## config.mk

```make
export PLATFORM = sky130hd
export DESIGN_NAME = div_arbiter
export DESIGN_NICKNAME = d
export VERILOG_FILES = /design/src/rtl/div_arbiter.sv
export SDC_FILE = /design/constraint.sdc
export NUM_CORES = 1
export LEC_CHECK = 0
export ABC_CLOCK_PERIOD_IN_PS = 2500
export CAP_MARGIN = 20
export CORE_UTILIZATION = 30
export CTS_BUF_LIST = sky130_fd_sc_hd__clkbuf_8 sky130_fd_sc_hd__clkbuf_16
export DETAILED_ROUTE_END_ITERATION = 10
export PLACE_DENSITY = 0.65
export SYNTH_ARGS = -nofsm -noshare
export SYNTH_HDL_FRONTEND = slang
export SYNTH_SLANG_ARGS = --single-unit
```

## constraint.sdc

```tcl
create_clock -name clk -period 2.5 [get_ports clk]
set_clock_uncertainty 0.1 [all_clocks]
set_input_delay 0.75 -clock clk [delete_from_list [all_inputs] [get_ports clk]]
set_output_delay 0.75 -clock clk [all_outputs]
set_load 0.03 [all_outputs]
```

## src/rtl/div_arbiter.sv

```systemverilog
// div_arbiter: round-robin sequencer sharing one multi-cycle divider among NREQ requesters.
// Build option: define DIV_ARB_ZERO_BYPASS_EN to answer zero divisors locally.
module div_arbiter #(
  parameter int unsigned NREQ  = 2,
  parameter int unsigned WIDTH = 4
) (
  input  logic                  clk,
  input  logic                  rst_n,
  input  logic [NREQ-1:0]       req_valid,
  input  logic [NREQ*WIDTH-1:0] req_a,
  input  logic [NREQ*WIDTH-1:0] req_b,
  output logic [NREQ-1:0]       req_ready,
  output logic [NREQ-1:0]       rsp_valid,
  output logic [WIDTH-1:0]      rsp_quot,
  output logic [WIDTH-1:0]      rsp_rem,
  output logic                  busy,
  output logic [WIDTH-1:0]      div_a,
  output logic [WIDTH-1:0]      div_b,
  output logic                  div_start,
  input  logic [WIDTH-1:0]      div_quot,
  input  logic [WIDTH-1:0]      div_rem,
  input  logic                  div_ready
);

  localparam int unsigned PtrW = (NREQ > 1) ? $clog2(NREQ) : 1;
  localparam logic [NREQ-1:0] Lsb = NREQ'(1);

  typedef enum logic [1:0] {StIdle, StIssue, StWaitDone, StResp} state_e;

  state_e           state_q;
  logic [PtrW-1:0]  ptr_q;
  logic [PtrW-1:0]  gnt_q;
  logic [PtrW-1:0]  gnt_idx;
  logic [PtrW-1:0]  cand;
  logic             gnt_found;
  logic [WIDTH-1:0] sel_a;
  logic [WIDTH-1:0] sel_b;
  logic             zero_byp;

  // Search starts one past the last served requester so every valid requester is reached.
  always_comb begin
    gnt_found = 1'b0;
    gnt_idx   = '0;
    cand      = '0;
    for (int unsigned k = 1; k <= NREQ; k++) begin
      cand = PtrW'((32'(ptr_q) + k) % NREQ);
      if (!gnt_found && req_valid[cand]) begin
        gnt_found = 1'b1;
        gnt_idx   = cand;
      end
    end
  end

  always_comb begin
    sel_a = '0;
    sel_b = '0;
    for (int unsigned i = 0; i < NREQ; i++) begin
      if (gnt_idx == PtrW'(i)) begin
        sel_a = req_a[i*WIDTH +: WIDTH];
        sel_b = req_b[i*WIDTH +: WIDTH];
      end
    end
  end

`ifdef DIV_ARB_ZERO_BYPASS_EN
  assign zero_byp = (sel_b == '0);
`else
  assign zero_byp = 1'b0;
`endif

  always_ff @(posedge clk) begin
    if (!rst_n) begin
      state_q   <= StIdle;
      ptr_q     <= PtrW'(NREQ - 1);
      gnt_q     <= '0;
      req_ready <= '0;
      rsp_valid <= '0;
      busy      <= 1'b0;
      div_start <= 1'b0;
      div_a     <= '0;
      div_b     <= '0;
      rsp_quot  <= '0;
      rsp_rem   <= '0;
    end else begin
      req_ready <= '0;
      rsp_valid <= '0;
      unique case (state_q)
        StIdle: begin
          // The divider has no reset, so a new issue must wait until it reports idle.
          if (gnt_found && (div_ready || zero_byp)) begin
            req_ready <= Lsb << gnt_idx;
            gnt_q     <= gnt_idx;
            busy      <= 1'b1;
            if (zero_byp) begin
              rsp_quot <= '1;
              rsp_rem  <= sel_a;
              state_q  <= StResp;
            end else begin
              div_a     <= sel_a;
              div_b     <= sel_b;
              div_start <= 1'b1;
              state_q   <= StIssue;
            end
          end
        end
        StIssue: begin
          if (!div_ready) begin
            div_start <= 1'b0;
            state_q   <= StWaitDone;
          end
        end
        StWaitDone: begin
          if (div_ready) begin
            rsp_quot <= div_quot;
            rsp_rem  <= div_rem;
            state_q  <= StResp;
          end
        end
        StResp: begin
          rsp_valid <= Lsb << gnt_q;
          ptr_q     <= gnt_q;
          busy      <= 1'b0;
          state_q   <= StIdle;
        end
        default: state_q <= StIdle;
      endcase
    end
  end

  a_ready_onehot: assert property (@(posedge clk) disable iff (!rst_n) $onehot0(req_ready));
  a_rsp_onehot:   assert property (@(posedge clk) disable iff (!rst_n) $onehot0(rsp_valid));
  a_busy_state:   assert property (@(posedge clk) disable iff (!rst_n)
                                   busy == (state_q != StIdle));

endmodule

```

==> reports/results.ini <==
[worst_setup_path]
reg2reg_depth=5
worstSetupEndpoint=busy
crit_type=reg2out
worstPathArrival_ps=1330
crit_start=busy$_SDFFE_PN0P_
cp_max_fo=3
start_kind=flip-flop
crit_cells=1
regToRegSetupSlack_ps=790
crit_buf_inv=1
crit_family=buffers and inverters
max_stage_delay_ps=690
worst-endpoint-required_ps=1650
critPathCaptureType=output port
timing.rr.end=state_q[1]$_SDFFE_PN0P_
worstPathCellList=clkdlybuf4s50_1
crit_path_top_delay_cell=clkdlybuf4s50_1
r2r_start=state_q[0]$_SDFFE_PN0P_

[drt]
drc=0
ant_nets=0
wl_um=2510
wl_per_cell_um=11.6
via_per_inst=4.63
dr.pass1.iters=4
drt-initial-drc-count=27
via_count=999

[placement]
gp_congestion=0.743
io_buffers=50
hpwlAfterDp_um=1920

[cts]
max-clock-path-buffers=2
path_clk_slew_ps=90
cts_max_level=1
holdBufCountCts=0
cts_root_buf=clkbuf_8
post_cts_buffers=0
cts_tree=yes
cts_buffers=3
clk_latency_ps=270
cts.sinks=26
cts_resized=0

[global_routing]
grt_pass1_vias=986
grt_max_degree=19
grt_usage_pct=13.8
grt_pass1_wl_um=4240
antenna_found_initial=0
grt_overflow=0

[synth]
synth_top_area_cell=dfxtp_1
synth_most_common_cell=dfxtp_1
synth_area_leaders=dfxtp_1, mux2i_1, a21oi_1, ha_1, nand2_1
postSynth.asyncResetShare_pct=0
avgSynthCellArea_um2=9.11
synth_cells=119
synth-seq-area-share_pct=48.0
yosysWarnings=0
synth_top_area_share_pct=48.0
ys_types=21
synth_nets=153
synth_edf_count=0
synth_common_cells=dfxtp_1, a21oi_1, nand2_1
ys_ff_latch=26
ys.flop_type=dfxtp_1
synth.cell_area_um2=1080

[floorplan]
die_h_um=62.1
dieArea_um2=3860
start_util_pct=32.0
io_pins=51
num_rows=21
die_w_um=62.1
core-area_um2=3390

[timing]
period_needed_ps=2180
worstMarginPinSlew_ps=483
totalNegativeSetupSlack_ps=0
drv_slew=0
fmax_mhz=459
min_period_over_period_pct=87.1
maxSlewHeadroom_pct=67.7
rsz0062_at_grt=false
setup_viol=0
hold_violations=0
timing.hold.ws_ps=356

[final_layout]
multi_input_area_um2=507
drive_above_1_share_pct=6.47
syn_to_final_growth_pct=57.7
seq_area_um2=520
fillCellCount=324
nets=205
antenna_cells=0

[worst_hold_path]
hold_class=reg2reg

[run]
drv_cap=0

[power]
powerDensity_nw_per_um2=829
power.leakage_uw=0.000655
max-vdd-ir-drop_mv=0.367

[run_status]
outcome=finished, final reports clean

## worst min-delay path: stages (launching register included)
cell	delay, ps
dfxtp_1	320
nand2_1	50
a21oi_1	50
## power by group
part           switching, µW  internal [µW]  leakage [µW]
registers               43.7            486      0.000212
clock network            135            214     0.0000357
logic                    298            240      0.000407
total                    476            940      0.000655
## metrics by stage
step	area (µm²)	power, µW	setup slack [ps]	cells	util [%]
2_1_floorplan	1080	874	911	119	-
6_report	1710	1420	323	216	50.4
5_1_grt	1710	1500	287	216	50.4
3_3_place_gp	1640	1060	334	212	48.3
4_1_cts	1710	1440	318	216	50.4
3_5_place_dp	1640	1080	304	212	48.3
## layer usage
layer,vias to the layer above,routed length (µm),part of all wire (%),track usage (%)
met5,-,0,0,0
met4,0,27,1.1,6.98
met3,2,99,3.9,2.94
met2,28,1290,51,25.0
met1,452,1100,44,15.0
li1,517,-,-,-
## kinds of logic (layout without fill, tap and decap cells)
| group | Yosys count | after routing | share of synthesized area (%) |
|---|---|---|---|
| compound gates | 32 | 32 | 16.6 |
| fa+ha+maj | 5 | 5 | 5.77 |
| buf+inv | 12 | 63 | 5.20 |
| flops | 26 | 26 | 48.0 |
| mux | 13 | 13 | 12.1 |
| simple gates | 31 | 31 | 12.2 |
## how the worst min path moves through the flow
stage,start,endpoint,slack [ps],cells after the start
2_1_floorplan,gnt_q$_SDFFE_PN0P_,rsp_valid[0]$_SDFF_PN0_,320,1
3_3_place_gp,rsp_quot[0]$_SDFFE_PN0P_,rsp_quot[0]$_SDFFE_PN0P_,340,2
6_report,rsp_quot[3]$_SDFFE_PN0P_,rsp_quot[3]$_SDFFE_PN0P_,360,2
3_5_place_dp,gnt_q$_SDFFE_PN0P_,rsp_valid[0]$_SDFF_PN0_,350,1
4_1_cts,rsp_quot[3]$_SDFFE_PN0P_,rsp_quot[3]$_SDFFE_PN0P_,360,2
5_1_grt,rsp_quot[0]$_SDFFE_PN0P_,rsp_quot[0]$_SDFFE_PN0P_,380,2
## sequential cells by signal, indices dropped and copies added (netlist names)
name and count:
busy 1, div_a 4, div_b 4, div_start 1
gnt_q 1, ptr_q 1, req_ready 2, rsp_quot 4
rsp_rem 4, rsp_valid 2, state_q 2
## final cells by class
| class | count | share of cell area (%) |
|---|---|---|
| clock buffer | 3 | 2.42 |
| clock inverter | 1 | 1.76 |
| inverter | 4 | 0.878 |
| multi-input combinational | 81 | 29.6 |
| sequential | 26 | 30.5 |
| tap | 46 | 3.37 |
| timing repair buffer | 55 | 31.5 |
## placed cells by master, fill, tap and decap left out, drive strengths merged
master and count:
clkdlybuf4s50 50, dfxtp 26, a21oi 17, nand2 16
mux2i 12, o21ai 10, nand3 9, ha 5
buf 5, nor2 4, inv 4, clkbuf 3
and3 2, a21boi 1, o211a 1, a211oi 1
o31ai 1, mux2 1, o22a 1, bufinv 1
(Power assumes the default switching activity.)
